## src/rtl/dmem_arb_pkg.sv

```systemverilog
// Shared definitions for the data-RAM arbiter: FSM state encoding,
// default bus widths and the starvation-counter width helper.
package dmem_arb_pkg;

  typedef enum logic {
    IDLE  = 1'b0,
    FORCE = 1'b1
  } arb_state_e;

  localparam int DEF_ADDR_W = 6;
  localparam int DEF_DATA_W = 32;

  // Bits needed to hold 0..limit inclusive: ceil(log2(limit+1)).
  function automatic int cnt_width(input int limit);
    return $clog2(limit + 1);
  endfunction

endpackage

```

## src/rtl/dmem_arbiter_starve_timer.sv

```systemverilog
// Saturating count of consecutive denied debug cycles. The count clears on
// any grant or on any cycle without a request. expire flags the denial that
// brings the count to STARVE_LIMIT, so the next cycle can be a forced slot.
module starve_timer
  import dmem_arb_pkg::*;
#(
  parameter int STARVE_LIMIT = 8
) (
  input  logic clk,
  input  logic reset,
  input  logic req,
  input  logic gnt,
  output logic expire
);

  localparam int CNT_W = cnt_width(STARVE_LIMIT);
  localparam logic [CNT_W-1:0] LIMIT = CNT_W'(STARVE_LIMIT);
  localparam logic [CNT_W-1:0] LAST  = CNT_W'(STARVE_LIMIT - 1);

  logic [CNT_W-1:0] cnt_q, cnt_d;
  logic             denied;

  assign denied = req & ~gnt;
  assign expire = denied & (cnt_q == LAST);

  // Next count: clear unless denied, otherwise count up and hold at the limit.
  always_comb begin
    cnt_d = cnt_q;
    if (!denied) begin
      cnt_d = '0;
    end else if (cnt_q != LIMIT) begin
      cnt_d = cnt_q + 1'b1;
    end
  end

  // Counter register.
  always_ff @(posedge clk) begin
    if (reset) begin
      cnt_q <= '0;
    end else begin
      cnt_q <= cnt_d;
    end
  end

endmodule

```

## src/rtl/dmem_arbiter.sv

```systemverilog
// Single-port data-RAM arbiter between the MEM stage and a debug/loader port.
// The CPU has priority; debug is served on cycles where the MEM stage does
// not touch memory. With DMEM_ARB_FAIR_EN defined, a starvation timer forces
// a one-cycle debug slot and freezes the pipeline via cpu_stall. Without it,
// CPU priority is strict and cpu_stall stays low.
module dmem_arbiter
  import dmem_arb_pkg::*;
#(
  parameter int ADDR_W       = DEF_ADDR_W,
  parameter int DATA_W       = DEF_DATA_W,
  parameter int STARVE_LIMIT = 8
) (
  input  logic              clk,
  input  logic              reset,
  input  logic              cpu_mem_active,
  input  logic              cpu_we,
  input  logic [ADDR_W-1:0] cpu_addr,
  input  logic [DATA_W-1:0] cpu_wdata,
  output logic [DATA_W-1:0] cpu_rdata,
  output logic              cpu_stall,
  input  logic              dbg_req,
  input  logic              dbg_we,
  input  logic [ADDR_W-1:0] dbg_addr,
  input  logic [DATA_W-1:0] dbg_wdata,
  output logic              dbg_gnt,
  output logic              dbg_rvalid,
  output logic [DATA_W-1:0] dbg_rdata,
  output logic [ADDR_W-1:0] ram_a,
  output logic [DATA_W-1:0] ram_d,
  output logic              ram_we,
  input  logic [DATA_W-1:0] ram_spo
);

  if (STARVE_LIMIT < 1 || STARVE_LIMIT > 255) begin : g_bad_limit
    $error("dmem_arbiter: STARVE_LIMIT must be in 1..255");
  end

  logic              force_slot;
  logic              gnt;
  logic              stall;
  logic              rvalid_q;
  logic [DATA_W-1:0] rdata_q;

`ifdef DMEM_ARB_FAIR_EN
  arb_state_e state_q, state_d;
  logic       expire;

  starve_timer #(
    .STARVE_LIMIT(STARVE_LIMIT)
  ) u_starve (
    .clk   (clk),
    .reset (reset),
    .req   (dbg_req),
    .gnt   (gnt),
    .expire(expire)
  );

  // State register.
  always_ff @(posedge clk) begin
    if (reset) begin
      state_q <= IDLE;
    end else begin
      state_q <= state_d;
    end
  end

  // Next state: a forced slot lasts exactly one cycle.
  always_comb begin
    state_d = state_q;
    unique case (state_q)
      IDLE:    if (expire) state_d = FORCE;
      FORCE:   state_d = IDLE;
      default: state_d = IDLE;
    endcase
  end

  assign force_slot = (state_q == FORCE);
`else
  assign force_slot = 1'b0;
`endif

  // Grant decision; a forced slot pre-empts the CPU and stalls it if active.
  always_comb begin
    gnt   = 1'b0;
    stall = 1'b0;
    if (!reset) begin
      if (force_slot && dbg_req) begin
        gnt   = 1'b1;
        stall = cpu_mem_active;
      end else if (!cpu_mem_active && dbg_req) begin
        gnt   = 1'b1;
      end
    end
  end

  // RAM pin mux; all pins idle at zero while in reset.
  always_comb begin
    ram_a  = '0;
    ram_d  = '0;
    ram_we = 1'b0;
    if (!reset) begin
      if (gnt) begin
        ram_a  = dbg_addr;
        ram_d  = dbg_wdata;
        ram_we = dbg_we;
      end else begin
        ram_a  = cpu_addr;
        ram_d  = cpu_wdata;
        ram_we = cpu_we & cpu_mem_active;
      end
    end
  end

  // Capture debug read data at the grant edge; rvalid pulses for one cycle.
  always_ff @(posedge clk) begin
    if (reset) begin
      rvalid_q <= 1'b0;
      rdata_q  <= '0;
    end else begin
      rvalid_q <= gnt & ~dbg_we;
      if (gnt && !dbg_we) begin
        rdata_q <= ram_spo;
      end
    end
  end

  assign dbg_gnt    = gnt;
  assign cpu_stall  = stall;
  assign dbg_rvalid = rvalid_q;
  assign dbg_rdata  = rdata_q;
  assign cpu_rdata  = ram_spo;

endmodule
```

## config.mk

```make
export PLATFORM = sky130hd
export DESIGN_NAME = dmem_arbiter
export DESIGN_NICKNAME = d
export VERILOG_FILES = /design/src/rtl/dmem_arb_pkg.sv /design/src/rtl/dmem_arbiter_starve_timer.sv /design/src/rtl/dmem_arbiter.sv
export SDC_FILE = /design/constraint.sdc
export NUM_CORES = 1
export LEC_CHECK = 0
export ABC_CLOCK_PERIOD_IN_PS = 3000
export CELL_PAD_IN_SITES_DETAIL_PLACEMENT = 0
export CELL_PAD_IN_SITES_GLOBAL_PLACEMENT = 1
export CORE_MARGIN = 1
export CORE_UTILIZATION = 18
export DETAILED_ROUTE_END_ITERATION = 8
export HOLD_SLACK_MARGIN = 0.1
export PLACE_DENSITY = 0.84
export RECOVER_POWER = 25
export SYNTH_ARGS = -nofsm -noshare
export SYNTH_HDL_FRONTEND = slang
export SYNTH_SLANG_ARGS = --single-unit
```

## constraint.sdc

```tcl
create_clock -name clk -period 3 [get_ports clk]
set_input_delay 0.6 -clock clk [delete_from_list [all_inputs] [get_ports clk]]
set_output_delay 0.6 -clock clk [all_outputs]
set_load 0.02 [all_outputs]
```

==> flow_summary_export.csv <==
group,metric,value,unit
die,fp.dieH,106.4,um
timing,finClkSkew,0,ns
synth,syn_inst,308,
power,p_per_area,308.7,nW/um2
synth,yosys-top-cells-area,"dfxtp_1 34%, nand2_1 27%, a21oi_1 18%",
layout,finish.utilization,0.3919,
synth,synth_top_family_by_area,"simple AND/OR/NAND/NOR gates",
worst_hold_path,worstHoldPathCells,2,
synth,syn_nets,422,
detailed_routing,viasPerCell,4.118,
worst_setup_path,crit_required,2.40,ns
detailed_routing,vias,2557,
layout,area_growth,109.0,%
timing,slew_viol_final,0,
detailed_routing,drc,0,
die,ios,220,
cts,cts-root-buf,"clkbuf_8",
detailed_routing,wirelength,7.579,mm
synth,synth_cell_types,16,
synth,syn_area,1962,um2
worst_setup_path,critPathLaunchType,"input pin",
place,io_buffer_count,218,
detailed_routing,ant_nets,0,
synth,synth_top_area_cell,"dfxtp_1",
worst_setup_path,end_kind,"output port",
cts,cts_buffers,5,
cts,tritoncts,"done",
synth,yosysTopAreaCellShare,0.3367,
layout,antenna_cells,0,
die,die_w,106.4,um
worst_hold_path,hold_path.class,"reg -> reg",
global_routing,grt_pass1_vias,2395,
timing,finalSetupTns,0,ns
global_routing,grt_first_pass_wirelength,11.49,mm
worst_setup_path,critical_path_class,"in -> out",
timing,fmax,358.1,MHz
flow_run,drv_cap,0,
global_routing,antenna_found_initial,0,
power,switching_share,0.2939,
timing,worst_hold_slack,0.4507,ns
timing,fin_crit,2.793,ns
synth,synth_compound_area_frac,0.1824,
layout,fillers,1131,
die,fp.coreArea,10460,um2
cts,ctsHoldBuffers,0,
synth,yosys.area_share.simple,0.2915,
synth,ys_warn_count,0,
synth,synthXorXnorAreaFrac,0,
die,dieArea,11320,um2
power,p_sw,0.3719,mW
global_routing,overflow,0,
timing,rsz0062_at_grt,"false",
cts,cts.clk_slew.worst_paths,0.06,ns
synth,synthAdderAreaFrac,0,
synth,yosys_register_bits,33,
cts,cts.sinks,33,
worst_setup_path,worst_ep_arrival_time,2.19,ns
power,internal-power,0.8937,mW
run_status,status,"finished, final reports clean",
die,num_rows,37,
worst_setup_path,worstRegToRegCells,2,
global_routing,grt_use_total,0.1259,
synth,seq_area_frac_synth,0.3367,
power,seq_power_share,0.362,
synth,synth_mux_area_frac,0,
layout,final_cells,621,
cts,max-clock-path-buffers,2,
power,total_power,1.266,mW
detailed_routing,dr.first_iter.drc_count,75,
place,hpwl,6.035,mm
timing,fin_crit_sh,0.9309,
worst_setup_path,cp_max_fo,20,
power,comb_power_share,0.380,
synth,syn_area_per_cell,6.370,um2
place,place_inst,614,
layout,drive_above_1_share,0.03711,
power,power_frac_clock,0.258,
detailed_routing,avgRoutedWirePerCell,12.20,um
detailed_routing,first_pass_iters,4,
power,p_leak,1.799,nW
layout,nets,599,
cts,clock_latency,0.27,ns
global_routing,grt_max_degree,43,
timing,hold_violations,0,
power,peakVddDrop,0.0001564,V
timing,setup_viol,0,
cts,htree_num_levels,2,
die,initial_core_util,0.1875,
place,routabilityCongestion,0.7087,
cts,post_cts_buffers,0,
==> per-stage QoR <==
stage / cell area (um2) / worst slack, ns
after floorplan: 1962 / 0.8804
after global placement: 4045 / -0.0008207
after detailed placement: 4045 / -0.05540
after CTS: 4090 / 0.001355
after global routing: 4100 / 0.09933
final: 4100 / 0.2074
==> per-layer routing <==
| layer | up-vias | part of all wire | track usage |
|---|---|---|---|
| met5 | - | 0 | 0 |
| met2 | 122 | 0.53 | 0.2412 |
| met1 | 1130 | 0.38 | 0.1323 |
| met3 | 2 | 0.087 | 0.04231 |
| li1 | 1303 | - | - |
| met4 | 0 | 0.0020 | 0.02381 |
==> what timing repair did <==
action,CTS,global route
setup endpoints to repair,33,4
endpoints found under the hold margin,0,0
resized for setup,33,4
==> power by group through the flow <==
stage	registers, mW	clock network, mW	logic [mW]
floorplan	0.487	0	0.205
global placement	0.469	0	0.509
detailed placement	0.469	0	0.512
CTS	0.459	0.342	0.493
global route	0.460	0.365	0.516
finish	0.459	0.326	0.481
==> sequential cells by signal (all words and copies together) (netlist names) <==
register / count
dbg_rdata: 32
dbg_rvalid: 1
==> worst paths after layout <==
check	start	to	slack, ns
hold reg to reg	dbg_rdata[29]	dbg_rdata[29]	0.45
setup reg to reg	dbg_rdata[15]	dbg_rdata[15]	2.40
setup / recovery	cpu_mem_active	dbg_gnt	0.21
hold / removal	dbg_rdata[29]	dbg_rdata[29]	0.45
==> area by class of cell <==
class	count	area, um2	area share
clock buffer	7	86.33	0.02106
multi-input combinational	219	942.2	0.2298
sequential	33	660.6	0.1611
tap	136	170.2	0.04150
timing repair buffer	226	2241	0.5465
==> cell usage in the layout, fill, tap and decap left out <==
cell type        count
a21oi_1             70
a22oi_1              1
buf_12               3
buf_2                1
buf_4                6
clkbuf_1             1
clkbuf_8             6
clkdlybuf4s50_1    146
conb_1               1
dfxtp_1             33
dlygate4sd2_1       33
dlygate4sd3_1       33
dlymetal6s2s_1       4
nand2_1            140
nand2b_1             1
nor2_1               2
nor2b_2              1
nor3_1               1
nor3b_4              1
or3b_1               1
==> synth_stat cells <==
cell	n
buf_6	3
conb_1	1
clkbuf_1	9
buf_1	4
nor3b_2	1
buf_2	6
nand2b_1	1
dfxtp_1	33
buf_4	34
a21oi_1	70
nor2b_1	1
nand2_1	140
nor3_1	1
nor2_1	2
a22oi_1	1
or3b_1	1
==> kinds of logic after synthesis <==
| family | after synthesis |
|---|---|
| buffers and inverters | 56 |
| flip-flops | 33 |
| other | 1 |
| AO/OA/AOI/OAI | 71 |
| AND/OR/NAND/NOR | 147 |
==> worst max-delay path: stages <==
cell,delay [ns]
clkdlybuf4s50_1,0.44
nand2b_1,0.25
buf_12,0.20
nor2_1,0.08
clkdlybuf4s50_1,0.62
Power figures use the tool's default switching activity.
==> RTL edit 1 (config.mk and constraints unchanged) <==
The package constant `DEF_DATA_W` goes from 32 to 16.
--- a/src/rtl/dmem_arb_pkg.sv
+++ b/src/rtl/dmem_arb_pkg.sv
@@ -8,7 +8,7 @@
   } arb_state_e;
 
   localparam int DEF_ADDR_W = 6;
-  localparam int DEF_DATA_W = 32;
+  localparam int DEF_DATA_W = 16;
 
   // Bits needed to hold 0..limit inclusive: ceil(log2(limit+1)).
   function automatic int cnt_width(input int limit);
Interface: changed (6 resized); port bits go from 220 to 124. The function was not compared with the original's and may differ.
==> RTL edit 1 against the original RTL <==
Critical path depth unchanged; die area decreased by 44%; final area decreased by 42%; combinational power decreased by 42%; hold slack got worse by 0.0011 ns; synthesized area decreased by 45%; clock skew unchanged; routed wire length decreased by 48%; setup slack improved by 0.022 ns; final cell count decreased by 44%; power decreased by 46%; non-clock buffer count decreased by 97; global-route usage decreased by 0.50 points; sequential cell count decreased by 16; critical endpoint unchanged.
==> RTL edit 1: results (changes against the original RTL) <==
* Repair and plain buffers at 129 (-43%)
* DP Area at 2265 um^2 (-44%)
* Peak VDD IR at 0.0001442 V (-7.8%)
* Outcome: finished, final reports clean
* Hold Path Sink: dbg_rdata[13]$_SDFFE_PP0P_
* Non-Clock Buffer Area Fraction at 57.10% (+2.4 points)
* Share of layout cells above drive strength 1 at 4.762% (+1.1 points)
* Clock sink count at 17 (-48%)
* Worst reg2reg startpoint: dbg_rdata[0]$_SDFFE_PP0P_
* Wl on met1 at 1.623 mm (-43%)
* First-pass GRT wire length at 6.099 mm (-47%)
* Synth cell types at 17 (+1)
* GR Util All Layers at 12.09% (-0.50 points)
* Met1 Use GR at 14.15% (+0.92 points)
* Layout clock area frac at 1.907% (-0.20 points)
* Port Buffer Count at 122 (-44%)
* Met2 Wirelength at 1.880 mm (-53%)
* Top cells by count, synth: nand2_1 (75), a21oi_1 (38), buf_4 (17), dfxtp_1 (17)
* DR vias at 1,448 (-43%)
* Largest net degree at the start of global routing at 24 (-44%)
* R2r endpoint: dbg_rdata[0]$_SDFFE_PP0P_
* Syn_area_per_cell at 6.381 um^2 (+0.18%)
* FF-to-FF setup slack at 2.38 ns (-0.02 ns)
* Final nets at 340 (-43%)
* Wire per inst at 11.35 um (-7.0%)
* First-iteration detailed-routing DRC count at 25 (-67%)
* Setup WS pre-CTS at -0.02143 ns (+0.03397 ns)
* Max FFs per register at 16 (-50%)
* Worst hold start: dbg_rdata[13]$_SDFFE_PP0P_
* Hold Worst Slack at 0.4495 ns (-0.001147 ns)
* Synth top area cells: dfxtp_1 (31%), nand2_1 (26%), a21oi_1 (18%), buf_4 (12%), buf_2 (2.3%)
* Synthesized cell area at 1085 um^2 (-45%)
* Sequential cell area share at 14.41% (-1.7 points)
RTL edit 1: changes by cell type after synthesis, sizes merged:
| cell | before | now |
|---|---|---|
| nand2 | 140 | 76 |
| clkbuf | 9 | 5 |
| a21oi | 70 | 38 |
| buf | 47 | 25 |
| dfxtp | 33 | 17 |
RTL edit 1: power groups by stage:
stage | combinational [W] | sequential [W] | clock (W)
global placement | 0.000288 | 0.000241 | 0
global route | 0.000302 | 0.000237 | 0.000183
detailed placement | 0.000288 | 0.000242 | 0
CTS | 0.000288 | 0.000237 | 0.000174
finish | 0.000279 | 0.000236 | 0.000166
floorplan | 0.000116 | 0.000251 | 0
RTL edit 1: timing repair:
action                                 CTS  global route
setup endpoints to repair                2            21
resized for setup                        2            22
endpoints found under the hold margin    0             0
hold buffers                             0             0
RTL edit 1: kinds of logic (layout without fill, tap and decap cells):
logic type / count (synthesis) / count (layout)
buffers and inverters: 30 / 133
DFF: 17 / 17
other: 1 / 1
AOI/OAI and AO/OA: 39 / 39
and+or+nand+nor: 83 / 83
==> RTL edit 2 (same flow settings) <==
Without the edit above. The output `dbg_rvalid` loses its register stage (`rvalid_q` becomes a continuous assignment).
--- a/src/rtl/dmem_arbiter.sv
+++ b/src/rtl/dmem_arbiter.sv
@@ -114,15 +114,15 @@
   // Capture debug read data at the grant edge; rvalid pulses for one cycle.
   always_ff @(posedge clk) begin
     if (reset) begin
-      rvalid_q <= 1'b0;
       rdata_q  <= '0;
     end else begin
-      rvalid_q <= gnt & ~dbg_we;
       if (gnt && !dbg_we) begin
         rdata_q <= ram_spo;
       end
     end
   end
+
+  assign rvalid_q = gnt & ~dbg_we;
 
   assign dbg_gnt    = gnt;
   assign cpu_stall  = stall;
Formal check against the unedited RTL: not equivalent (a bounded check fails within 4 cycles, from zero or initial values and one cycle with reset high).
==> RTL edit 2 against the original RTL <==
Critical path depth unchanged; largest cell class unchanged; power is 0.13% lower; largest power group unchanged; first-iteration DRC count is 49% lower; routed wire length increased by 2.6%; setup slack worse by 0.016 ns; sequential cell count down 1; sequential share of layout area decreased by 0.77 points; register-to-register slack worse by 0.04 ns; final area grew 1.9%; synthesized area shrank 1.0%.
==> RTL edit 2: results (changes against the original RTL) <==
* FF-to-FF setup slack at 2.36 ns (-0.04 ns)
* Antenna violations before repair at 0 (unchanged)
* Placed Cells at 615 (+0.16%)
* Final nets at 600 (+0.17%)
* WP data arrival at 2.21 ns (+0.02 ns)
* Synth top area cells: dfxtp_1 (33%), nand2_1 (27%), a21oi_1 (18%), buf_4 (13%), clkbuf_1 (1.7%)
* Share of layout cells above drive strength 1 at 3.696% (-0.015 points)
* Syn_area_per_cell at 6.325 um^2 (-0.70%)
* Synth cell types at 16 (unchanged)
* CP max-delay cell: clkdlybuf4s50_1
* # diodes at 0 (unchanged)
* DRT Pass-1 Iters at 4 (unchanged)
* First-iteration detailed-routing DRC count at 38 (-49%)
* Met2 Use GR at 25.44% (+1.3 points)
* Largest net degree at the start of global routing at 33 (-23%)
* Root Buffer: clkbuf_8
* GR Util All Layers at 13.12% (+0.53 points)
* Wire per inst at 12.48 um (+2.2%)
* Outcome: finished, final reports clean
* Reg clk slew, reported paths at 0.06 ns (about the same)
* CP max stage delay at 0.63 ns
* CTS max path bufs at 2 (unchanged)
* Met1 Use GR at 12.93% (-0.30 points)
* Ys async rst share at 0% (unchanged)
* Max FFs per register at 32 (unchanged)
* Peak VDD IR at 0.0001747 V (+12%)
* H-Tree Depth at 2 (unchanged)
* Global-route met3 utilization at 5.257% (+1.0 points)
* Slew margin rel. at 56.63%
* Leakage at 2.085 nW (+16%)
* Total CTS buffers at 5 (unchanged)
* Clk Latency, worst-skew pair at 0.27 ns (about the same)
* Port Buffer Count at 218 (unchanged)
* Crit Path Max Fanout at 29 (+45%)
* GPL Wtd Cong at 0.7304 (+3.1%)
* First-pass GRT wire length at 11.86 mm (+3.2%)
* Sequential share of the synthesized area at 32.99% (-0.68 points)
* Estimated wirelength of the detail-placed design at 6.226 mm (+3.2%)
* DR vias at 2,599 (+1.6%)
* Min-Delay Path Class: reg2reg
* Vias per cell at 4.172 (+1.3%)
* Syn_nets at 421 (-0.24%)
* Clock skew at 0 ns (unchanged)
* Fin. max-slew vios at 0 (unchanged)
* Top cells by count, synth: nand2_1 (140), a21oi_1 (70), buf_4 (34)
* Vias in the first global route at 2,529 (+5.6%)
* Synth warnings at 0 (unchanged)
-- RTL edit 2: worst paths after layout --
path | startpoint | to | cells past startpoint
worst max register to register | dbg_rdata[6]$_SDFFE_PP0P_ | dbg_rdata[6]$_SDFFE_PP0P_ | 2
worst max-delay path | cpu_mem_active | dbg_rvalid | 5
worst min register to register | dbg_rdata[10]$_SDFFE_PP0P_ | dbg_rdata[10]$_SDFFE_PP0P_ | 2
worst min-delay path | dbg_rdata[10]$_SDFFE_PP0P_ | dbg_rdata[10]$_SDFFE_PP0P_ | 2
-- RTL edit 2: through the flow --
| step | cell area (um^2) | hold slack, ns | setup WS, ns | util (%) |
|---|---|---|---|---|
| floorplan | 1942 | 0.5327 | 0.8804 | - |
| global placement | 4018 | 0.4419 | 0.009796 | 38.74 |
| detailed placement | 4018 | 0.4462 | -0.01733 | 38.74 |
| CTS | 4099 | 0.4551 | 0.00002531 | 39.53 |
| global route | 4177 | 0.4664 | 0.09405 | 40.28 |
| finish | 4177 | 0.4477 | 0.1911 | 40.28 |
-- RTL edit 2: logic make-up after synthesis --
family                 after synthesis  synth area share (%)
other                                1                0.1931
and+or+nand+nor                    147                 29.45
DFF                                 32                 32.99
buffers and inverters               56                 18.94
AOI/OAI and AO/OA                   71                 18.43
-- RTL edit 2: repair_timing --
action / CTS / global route
setup endpoints to repair: 7 / 32
endpoints found under the hold margin: 0 / 0
cloned: 0 / 0
buffers inserted: 0 / 0
gates resized for setup: 7 / 33
-- RTL edit 2: metal layers --
layer  vias to the layer above  part of all wire (%)
met5                         -                     0
met4                         0                  0.19
met3                         2                    10
met2                       123                    55
met1                      1170                    35
li1                       1304                     -
-- RTL edit 2: critical path: cells and delay by family --
kind	cells	cell delay (ns)
buffers and inverters	3	1.26
AND/OR/NAND/NOR	2	0.34
-- RTL edit 2: layout make-up --
| cell class | count | area [um^2] |
|---|---|---|
| Fill cell | 1090 | 6193 |
| Timing Repair Buffer | 228 | 2333 |
| Multi-Input combinational cell | 219 | 942.2 |
| Sequential cell | 32 | 640.6 |
| Tap cell | 136 | 170.2 |
| Clock buffer | 8 | 90.09 |
-- RTL edit 2: where the power goes --
group,internal [W],switching [W],total (W)
Sequential,0.000439,0.00000617,0.000445
Clock,0.000187,0.000141,0.000328
Combinational,0.000270,0.000221,0.000491
